### config.mk
export PLATFORM = sky130hd
export DESIGN_NAME = muldiv_unit
export DESIGN_NICKNAME = d
export VERILOG_FILES = /design/src/rtl/muldiv_unit.sv
export SDC_FILE = /design/constraint.sdc
export NUM_CORES = 1
export LEC_CHECK = 0
export CAP_MARGIN = 20
export CORE_MARGIN = 1
export CORE_UTILIZATION = 54
export CTS_BUF_LIST = sky130_fd_sc_hd__clkbuf_8
export CTS_CLUSTER_SIZE = 12
export DETAILED_ROUTE_END_ITERATION = 8
export MAX_ROUTING_LAYER = met4
export PLACE_DENSITY = 0.79
export SLEW_MARGIN = 20
export SYNTH_ARGS = -nofsm -noshare
export SYNTH_HDL_FRONTEND = slang
export SYNTH_SLANG_ARGS = --single-unit
### constraint.sdc
create_clock -name clk -period 15.25 [get_ports clk]
set_input_delay 2.2875 -clock clk [delete_from_list [all_inputs] [get_ports clk]]
set_output_delay 2.2875 -clock clk [all_outputs]
set_load 0.005 [all_outputs]
### src/rtl/muldiv_unit.sv
// muldiv_unit: iterative RV32M multiply/divide unit.
// A multiply uses a radix-2 shift-add loop that builds a 64-bit product. A divide
// uses a radix-2 restoring loop that builds a 32-bit quotient and remainder.
// Signed operations run on operand magnitudes; the result sign is fixed once at
// the end. Every operation takes exactly 32 iterations, so the latency is fixed.
`timescale 1ns/1ps

module muldiv_unit (
  input  logic        clk,
  input  logic        rst,
  input  logic        start,
  input  logic        kill,
  input  logic [2:0]  op,
  input  logic [31:0] A,
  input  logic [31:0] B,
  output logic        busy,
  output logic        done,
  output logic [31:0] result
);

  // RV32M funct3 encodings
  localparam logic [2:0] OP_MUL    = 3'b000;
  localparam logic [2:0] OP_MULH   = 3'b001;
  localparam logic [2:0] OP_MULHSU = 3'b010;
  localparam logic [2:0] OP_MULHU  = 3'b011;
  localparam logic [2:0] OP_DIV    = 3'b100;
  localparam logic [2:0] OP_DIVU   = 3'b101;
  localparam logic [2:0] OP_REM    = 3'b110;
  localparam logic [2:0] OP_REMU   = 3'b111;

  typedef enum logic [1:0] {
    IDLE = 2'd0,
    CALC = 2'd1,
    DONE = 2'd2
  } state_t;

  state_t      state_q, state_d;
  logic [4:0]  count_q, count_d;
  logic [2:0]  op_q, op_d;
  // Set when the final result has to be negated.
  logic        neg_q, neg_d;
  // Multiplicand for a multiply, divisor for a divide (magnitude).
  logic [31:0] opnd_q, opnd_d;
  // Multiply: {partial product high, multiplier / product low}.
  // Divide:   {partial remainder, dividend / quotient}.
  logic [63:0] acc_q, acc_d;
  logic [31:0] result_q, result_d;

  // Iteration datapath
  logic [32:0] mul_sum;
  logic [63:0] mul_next;
  logic [32:0] div_shift;
  logic        div_ge;
  logic [31:0] div_diff;
  logic [63:0] div_next;
  logic [63:0] iter_acc;

  // Operand capture helpers
  logic        a_signed;
  logic        b_signed;
  logic [31:0] a_mag;
  logic [31:0] b_mag;
  logic        sign_cap;

  // Magnitude of a value that is treated as two's complement when is_signed is set.
  function automatic logic [31:0] abs32(input logic [31:0] v, input logic is_signed);
    if (is_signed && v[31]) begin
      return ~v + 32'd1;
    end
    return v;
  endfunction

  // Conditional 32-bit two's complement negation.
  function automatic logic [31:0] neg32(input logic [31:0] v, input logic en);
    if (en) begin
      return ~v + 32'd1;
    end
    return v;
  endfunction

  // Conditional 64-bit two's complement negation.
  function automatic logic [63:0] neg64(input logic [63:0] v, input logic en);
    if (en) begin
      return ~v + 64'd1;
    end
    return v;
  endfunction

  // Pick the architectural result from the final accumulator and apply the sign.
  function automatic logic [31:0] finalize(input logic [2:0] fop, input logic fneg,
                                           input logic [63:0] facc);
    logic [63:0] prod_fix;
    prod_fix = neg64(facc, fneg);
    case (fop)
      OP_MUL:                       return prod_fix[31:0];
      OP_MULH, OP_MULHSU, OP_MULHU: return prod_fix[63:32];
      OP_DIV, OP_DIVU:              return neg32(facc[31:0], fneg);
      default:                      return neg32(facc[63:32], fneg);
    endcase
  endfunction

  // Decode operand signedness and the result sign from the live inputs (used at capture only).
  always_comb begin
    a_signed = 1'b0;
    b_signed = 1'b0;
    sign_cap = 1'b0;
    case (op)
      OP_MULH: begin
        a_signed = 1'b1;
        b_signed = 1'b1;
        sign_cap = A[31] ^ B[31];
      end
      OP_MULHSU: begin
        a_signed = 1'b1;
        sign_cap = A[31];
      end
      OP_DIV: begin
        a_signed = 1'b1;
        b_signed = 1'b1;
        // Divide by zero returns all ones for the quotient, so the sign fix is skipped.
        sign_cap = (A[31] ^ B[31]) && (B != 32'd0);
      end
      OP_REM: begin
        a_signed = 1'b1;
        b_signed = 1'b1;
        // The remainder follows the dividend; for B==0 this gives back A.
        sign_cap = A[31];
      end
      default: begin
        a_signed = 1'b0;
        b_signed = 1'b0;
        sign_cap = 1'b0;
      end
    endcase
    a_mag = abs32(A, a_signed);
    b_mag = abs32(B, b_signed);
  end

  // One radix-2 step of either shift-add multiply or restoring divide.
  always_comb begin
    // Add the multiplicand when the current multiplier bit is set, then shift right.
    mul_sum  = {1'b0, acc_q[63:32]} + (acc_q[0] ? {1'b0, opnd_q} : 33'd0);
    mul_next = {mul_sum, acc_q[31:1]};
    // Shift the next dividend bit into the partial remainder and try to subtract.
    // A compare (not the borrow of a subtract) is used so that a zero divisor
    // always subtracts: this gives an all-ones quotient and the remainder ends as the dividend.
    div_shift = {acc_q[63:32], acc_q[31]};
    div_ge    = (div_shift >= {1'b0, opnd_q});
    div_diff  = div_shift[31:0] - opnd_q;
    if (div_ge) begin
      div_next = {div_diff, acc_q[30:0], 1'b1};
    end else begin
      div_next = {div_shift[31:0], acc_q[30:0], 1'b0};
    end
    iter_acc = op_q[2] ? div_next : mul_next;
  end

  // Next-state logic for the controller and datapath registers.
  always_comb begin
    state_d  = state_q;
    count_d  = count_q;
    op_d     = op_q;
    neg_d    = neg_q;
    opnd_d   = opnd_q;
    acc_d    = acc_q;
    result_d = result_q;
    case (state_q)
      IDLE: begin
        if (start && !kill) begin
          op_d    = op;
          neg_d   = sign_cap;
          opnd_d  = op[2] ? b_mag : a_mag;
          acc_d   = {32'd0, (op[2] ? a_mag : b_mag)};
          count_d = 5'd0;
          state_d = CALC;
        end
      end
      CALC: begin
        acc_d   = iter_acc;
        count_d = count_q + 5'd1;
        if (count_q == 5'd31) begin
          result_d = finalize(op_q, neg_q, iter_acc);
          state_d  = DONE;
        end
      end
      DONE: begin
        // start is deliberately not looked at here.
        state_d = IDLE;
      end
      default: begin
        state_d = IDLE;
      end
    endcase
    // A flush beats both a new request and a completing operation.
    if (kill) begin
      state_d  = IDLE;
      result_d = result_q;
    end
  end

  // Control state and the visible result reset; the working registers do not need to.
  always_ff @(posedge clk) begin
    if (rst) begin
      state_q  <= IDLE;
      count_q  <= 5'd0;
      result_q <= 32'd0;
    end else begin
      state_q  <= state_d;
      count_q  <= count_d;
      result_q <= result_d;
    end
  end

  // Working registers: captured operation, sign, divisor/multiplicand and accumulator.
  always_ff @(posedge clk) begin
    op_q   <= op_d;
    neg_q  <= neg_d;
    opnd_q <= opnd_d;
    acc_q  <= acc_d;
  end

  assign busy   = (state_q == CALC) || (state_q == DONE);
  assign done   = (state_q == DONE);
  assign result = result_q;

endmodule

=== After elaboration in Yosys (flattened, before gate mapping) ===
Cells that the tools add are included.

* Word-level logic and storage cells: 95
* Bits of input ports: 71
* Bits in registers: 139

* Add/subtract/negate cells: 8
* Eq/ne operators: 14
* Mux-type cells: 37
* Magnitude comparators: 1
* Bitwise gates (word level): 7
* Reductions and logical operators: 21

{| class="wikitable"
|+ Operators by type and width
! cell !! number
|-
| 32-bit two-way mux || 11
|-
| 64-bit two-way mux || 5
|-
| 32-bit by 1-bit adder with 32-bit output (second input constant) || 4
|-
| 32-bit NOT || 4
|-
| 64-bit case mux with 2 select lines || 1
|-
| 32-bit case mux with 3 select lines || 1
|-
| 64-bit by 1-bit adder with 64-bit output (second input constant) || 1
|-
| 64-bit NOT || 1
|-
| 32-bit by 32-bit adder with 33-bit output || 1
|-
| 33-bit by 32-bit >= comparator with 1-bit output || 1
|-
| 32-bit nonzero test || 1
|-
| 32-bit subtractor || 1
|-
| 1-bit two-way mux || 13
|-
| 3-bit == test (second input constant) || 4
|-
| 5-bit case mux with 2 select lines || 1
|-
| 3-bit by 2-bit == test with 1-bit output (second input constant) || 3
|-
| 3-bit by 1-bit == test with 1-bit output (second input constant) || 2
|-
| 2-bit AND reduction || 3
|-
| 2-bit OR reduction || 3
|-
| 3-bit OR reduction || 2
|-
| 6-bit OR reduction || 1
|-
| 5-bit by 1-bit adder with 5-bit output (second input constant) || 1
|-
| 5-bit == test (second input constant) || 1
|-
| 5-bit two-way mux || 1
|-
| other kinds (16) || 21
|}

=== Depth between registers and ports, before layout ===
* Word-level depth: 9
* Gate-level depth with buffers: 24

=== Worst setup path after synthesis ===
Ideal clock, no wire load.

* Path kind: flip-flop to flip-flop
* From: register acc_q[0]
* To: register result_q[31] (netlist: result[31])
* Path buffers: 1
* Slack: 10.437 ns
* Data required time: 15.125 ns
* Clock period less this slack: 4.813 ns
* Stages on the path, launching flop included: 17
* Arrival: 4.689 ns
* Cells stage by stage: edfxtp_1 > clkbuf_1 > and2_1 > ha_1 > and3_1 > a221oi_2 > or4_1 > a211oi_1 > nand3_1 > mux2i_1 > a211o_1 > or4b_2 > nand4bb_1 > or4_1 > and3_1 > o21ai_1 > a21oi_1

* Longest elaborated chain between the ends: 8
* Elaborated cells on any way between the ends: 17
* Those cells by class: add/sub: 4; mux: 10; bitwise: 3

{| class="wikitable"
|+ Ends and longest elaborated chain
! what !! line !! text
|-
| from (decl) || 46 || <nowiki>logic [63:0] acc_q, acc_d;</nowiki>
|-
| from (signal assigned) || 219 || <nowiki>acc_q <= acc_d;</nowiki>
|-
| 32-bit two-way mux || 142 || <nowiki>mul_sum = {1'b0, acc_q[63:32]} + (acc_q[0] ? {1'b0, opnd_q} : 33'd0);</nowiki>
|-
| 32-bit by 32-bit adder with 33-bit output || 142 ||
|-
| 64-bit two-way mux * || 155 || <nowiki>iter_acc = op_q[2] ? div_next : mul_next;</nowiki>
|-
| 64-bit NOT / 32-bit NOT (equally long branches) || 84, 76 ||
|-
| 64-bit by 1-bit adder with 64-bit output / 32-bit by 1-bit adder with 32-bit output (equally long branches) || 84, 76 ||
|-
| 64-bit two-way mux / 32-bit two-way mux (equally long branches) || 83, 75 ||
|-
| 64-bit two-way mux / 32-bit two-way mux (equally long branches) || 86, 78 ||
|-
| 32-bit case mux with 3 select lines * || 94 || <nowiki>case (fop)</nowiki>
|-
| to (signal assigned) || 210 || <nowiki>result_q <= result_d;</nowiki>
|-
| to (decl) || 47 || <nowiki>logic [31:0] result_q, result_d;</nowiki>
|}

Every way passes the cells marked *; elsewhere a longest branch is shown, timed or not. The select of a mux whose other input is x is not followed.
A chain may end at the register's enable or synchronous reset.

=== Final worst setup path ===
Same ends and word-level chain as after synthesis.

==> impl_metrics.xml <==
<?xml version="1.0" encoding="UTF-8"?>
<metrics>
  <group name="outcome">
    <metric name="outcome" unit="">complete, no violations</metric>
  </group>
  <group name="grt">
    <metric name="globalRouteTotalUtil" unit="%">37.5</metric>
    <metric name="wire_length_of_the_first_global_routing_pass" unit="µm">78900</metric>
    <metric name="overflow" unit="">0</metric>
    <metric name="number_of_global_route_vias_before_repair" unit="">14100</metric>
    <metric name="number_of_antenna_violations_at_the_first_check_in_global_routing" unit="">4</metric>
    <metric name="grt_max_degree" unit="">83</metric>
  </group>
  <group name="clock_tree">
    <metric name="ctsHtreeMaxLevel" unit="">4</metric>
    <metric name="clkTransAtPathRegs" unit="ns">0.10</metric>
    <metric name="clock-root-buffer" unit="">sky130_fd_sc_hd__clkbuf_8</metric>
    <metric name="holdBufCountCts" unit="">0</metric>
    <metric name="clock-sinks" unit="">139</metric>
    <metric name="cts_inserted_buffers" unit="">17</metric>
    <metric name="cts_max_path_buffers" unit="">2</metric>
    <metric name="post_cts.repair.setup_buffers" unit="">0</metric>
    <metric name="cts_tree" unit="">yes</metric>
    <metric name="clkLatencyLatePin" unit="ns">0.51</metric>
    <metric name="cts_resized" unit="">0</metric>
  </group>
  <group name="setup_path">
    <metric name="critPathRequiredTime" unit="ns">15.65</metric>
    <metric name="timing_worst_setup_path_type" unit="">reg -&gt; reg</metric>
    <metric name="critPathMaxFanout" unit="">23</metric>
    <metric name="worst_flop_to_flop_path_endpoint" unit="">result[31]</metric>
    <metric name="cp-end-kind" unit="">flip-flop</metric>
    <metric name="ff_to_ff_path_depth" unit="">16</metric>
    <metric name="crit_path_dat" unit="ns">6.43</metric>
    <metric name="worstSetupStartpointType" unit="">flip-flop</metric>
    <metric name="regToRegStartpoint" unit="">acc_q[0]</metric>
    <metric name="reg2reg_slack" unit="ns">9.21</metric>
  </group>
  <group name="die">
    <metric name="boundaryPins" unit="">105</metric>
    <metric name="fp.coreArea" unit="µm²">27000</metric>
    <metric name="number_of_placement_rows" unit="">60</metric>
    <metric name="die_height" unit="µm">168</metric>
    <metric name="die_width" unit="µm">168</metric>
    <metric name="floorplan.initialDensity" unit="%">55.1</metric>
    <metric name="dieArea" unit="µm²">28200</metric>
  </group>
  <group name="power_and_ir_drop">
    <metric name="p_total" unit="mW">1.38</metric>
    <metric name="static-leakage-power" unit="nW">6.23</metric>
    <metric name="ir_drop" unit="mV">0.0565</metric>
    <metric name="power-per-cell-area" unit="nW/µm²">83.7</metric>
  </group>
  <group name="yosys">
    <metric name="async_flop_share" unit="%">0</metric>
    <metric name="synth.avg_cell_area" unit="µm²">7.93</metric>
    <metric name="synth_warnings" unit="">0</metric>
    <metric name="synth_ff_type" unit="">sky130_fd_sc_hd__edfxtp_1</metric>
    <metric name="synth.distinct_cells" unit="">98</metric>
    <metric name="ys_ff_latch" unit="">139</metric>
    <metric name="postSynthCellCount" unit="">1878</metric>
    <metric name="netlist_area" unit="µm²">14900</metric>
    <metric name="synth_nets" unit="">2024</metric>
    <metric name="synth-edff-count" unit="">100</metric>
    <metric name="ys_seq_area_share" unit="%">25.4</metric>
  </group>
  <group name="sta">
    <metric name="layout_min_cycle_time" unit="ns">6.04</metric>
    <metric name="fin_crit_sh" unit="%">39.6</metric>
    <metric name="max_freq" unit="MHz">166</metric>
    <metric name="timing_max_transition_violations_final" unit="">0</metric>
    <metric name="hold_viol" unit="">0</metric>
    <metric name="worst_relative_slew_slack" unit="%">22.9</metric>
    <metric name="finalClockSkew" unit="ns">0.0250</metric>
    <metric name="post-route-worst-setup-slack" unit="ns">9.21</metric>
    <metric name="finalSetupViolations" unit="">0</metric>
    <metric name="tightest_slew" unit="ns">1.15</metric>
    <metric name="final.setup.tns" unit="ns">0</metric>
    <metric name="rsz_0062_raised_after_global_routing" unit="">false</metric>
  </group>
  <group name="placed_design">
    <metric name="io_buffer_count" unit="">104</metric>
    <metric name="dp.final_hpwl" unit="µm">40300</metric>
    <metric name="dpl_cell_area" unit="µm²">16100</metric>
    <metric name="gp_routability_congestion" unit="">1.04</metric>
    <metric name="placedCellCount" unit="">2238</metric>
    <metric name="post-place-ws" unit="ns">9.20</metric>
  </group>
  <group name="detailed_routing">
    <metric name="starting_drt_drc_count" unit="">1881</metric>
    <metric name="post_drt_wl_per_cell" unit="µm">22.8</metric>
    <metric name="vias_per_cell" unit="">6.74</metric>
    <metric name="detail_route.wirelength" unit="µm">51900</metric>
    <metric name="antenna_left" unit="">0</metric>
    <metric name="route.vias.total" unit="">15300</metric>
    <metric name="dr.pass1.iters" unit="">6</metric>
    <metric name="drc_errors" unit="">0</metric>
  </group>
  <group name="final_layout">
    <metric name="n_fill_cell" unit="">2426</metric>
    <metric name="final_net_count" unit="">2062</metric>
    <metric name="finished_layout_cell_area" unit="µm²">16500</metric>
    <metric name="finalNonFillerCells" unit="">2273</metric>
    <metric name="layout-drive-gt1-share" unit="%">6.84</metric>
    <metric name="layout-area-overhead-vs-synth" unit="%">10.9</metric>
  </group>
  <group name="hold_path">
    <metric name="holdPathStages" unit="">2</metric>
    <metric name="hold_end" unit="">result[27]</metric>
    <metric name="worst_hold_startpoint" unit="">result[27]</metric>
    <metric name="hold_path_class" unit="">reg -&gt; reg</metric>
  </group>
  <group name="job">
    <metric name="max-cap-violations" unit="">0</metric>
  </group>
</metrics>
==> layout by cell type, fill, tap and decap left out, drive strengths merged, types with 22 or more instances in the layout <==
cell           count
o21ai            120
nand3             31
xor2              85
inv               80
dfxtp             39
xnor2             75
o31ai             45
a21o              22
a21oi            179
nor3              52
nand2b            24
a211oi            28
ha                73
edfxtp           100
and2              54
nand2            156
clkdlybuf4s50    103
mux2i             94
nor2             207
==> worst max-delay path: stages, from the launching register on <==
cell                        delay (ns)
sky130_fd_sc_hd__edfxtp_1         0.85
sky130_fd_sc_hd__and2_1           0.23
sky130_fd_sc_hd__ha_1             0.21
sky130_fd_sc_hd__fa_1             0.24
sky130_fd_sc_hd__a21o_1           0.21
sky130_fd_sc_hd__a221oi_2         0.15
sky130_fd_sc_hd__or4_1            0.65
sky130_fd_sc_hd__a211oi_1         0.58
sky130_fd_sc_hd__nand3_1          0.19
sky130_fd_sc_hd__mux2i_1          0.16
sky130_fd_sc_hd__a211o_1          0.38
sky130_fd_sc_hd__or4b_2           0.70
sky130_fd_sc_hd__nand4bb_1        0.43
sky130_fd_sc_hd__or4_1            0.58
sky130_fd_sc_hd__and3_1           0.20
sky130_fd_sc_hd__o21ai_1          0.11
sky130_fd_sc_hd__a21oi_1          0.07
==> cells by family after synthesis <==
| kind of cell | count (synthesis) | share of synthesized area, % |
|---|---|---|
| AND/OR/NAND/NOR | 653 | 21.5 |
| flip-flops | 139 | 25.4 |
| AO/OA/AOI/OAI | 559 | 24.6 |
| multiplexers | 112 | 7.71 |
| buffers and inverters | 180 | 4.98 |
| XOR/XNOR | 160 | 9.41 |
| adder cells (fa/ha/maj) | 75 | 6.40 |
==> how the worst max path moves through the flow <==
stage / endpoint / start / slack (ns)
2_1_floorplan: result[31] / acc_q[0] / 10.44
3_3_place_gp: result[31] / acc_q[0] / 9.26
3_5_place_dp: result[31] / acc_q[0] / 9.20
4_1_cts: result[31] / acc_q[0] / 9.22
5_1_grt: result[30] / acc_q[0] / 8.79
6_report: result[31] / acc_q[0] / 9.21
==> report_power, final <==
group	switching, mW	internal [mW]	total, mW
Combinational	0.387	0.208	0.595
Clock	0.193	0.138	0.331
Sequential	0.0195	0.436	0.455
Total	0.599	0.782	1.38
==> per-stage QoR <==
step,hold WS [ns],util (%)
finish,0.459,61.1
detailed placement,0.445,59.5
CTS,0.460,61.0
global route,0.493,61.1
floorplan,0.444,-
global placement,0.436,59.4
==> state kept, by name, summed over array words and instances, names as in the netlist <==
| signal | flops |
|---|---|
| acc_q | 64 |
| state_q | 2 |
| result | 32 |
| neg_q | 1 |
| op_q | 3 |
| opnd_q | 32 |
| count_q | 5 |
==> routing by layer <==
layer	wire length (µm)	global-route usage (%)
met5	0	-
met4	2950	20.3
met3	5190	6.04
met2	22600	56.4
met1	21100	48.2
==> layout make-up <==
class | instances | area (µm²) | area share [%]
Tap cell | 341 | 427 | 2.59
Antenna cell | 3 | 7.51 | 0.0455
Clock buffer | 17 | 234 | 1.42
Inverter | 75 | 287 | 1.74
Clock inverter | 15 | 180 | 1.09
Multi-Input combinational cell | 1559 | 10400 | 62.9
Sequential cell | 139 | 3780 | 22.9
Timing Repair Buffer | 124 | 1210 | 7.32
==> Yosys cell counts (all sizes together), types with 28 or more instances <==
cell type | n | area share [%]
o31ai | 45 | 2.4
clkbuf | 71 | 1.8
xor2 | 85 | 5.0
and2 | 54 | 2.3
buf | 34 | 1.3
edfxtp | 100 | 20
mux2i | 94 | 6.3
nand2 | 156 | 3.9
ha | 73 | 6.1
a211oi | 28 | 1.4
a21oi | 179 | 6.2
o21ai | 120 | 4.1
nor2 | 207 | 5.3
nor3 | 52 | 1.8
inv | 72 | 1.8
nand3 | 31 | 1.1
xnor2 | 75 | 4.4
dfxtp | 39 | 5.2
Power figures use the tool's default switching activity.
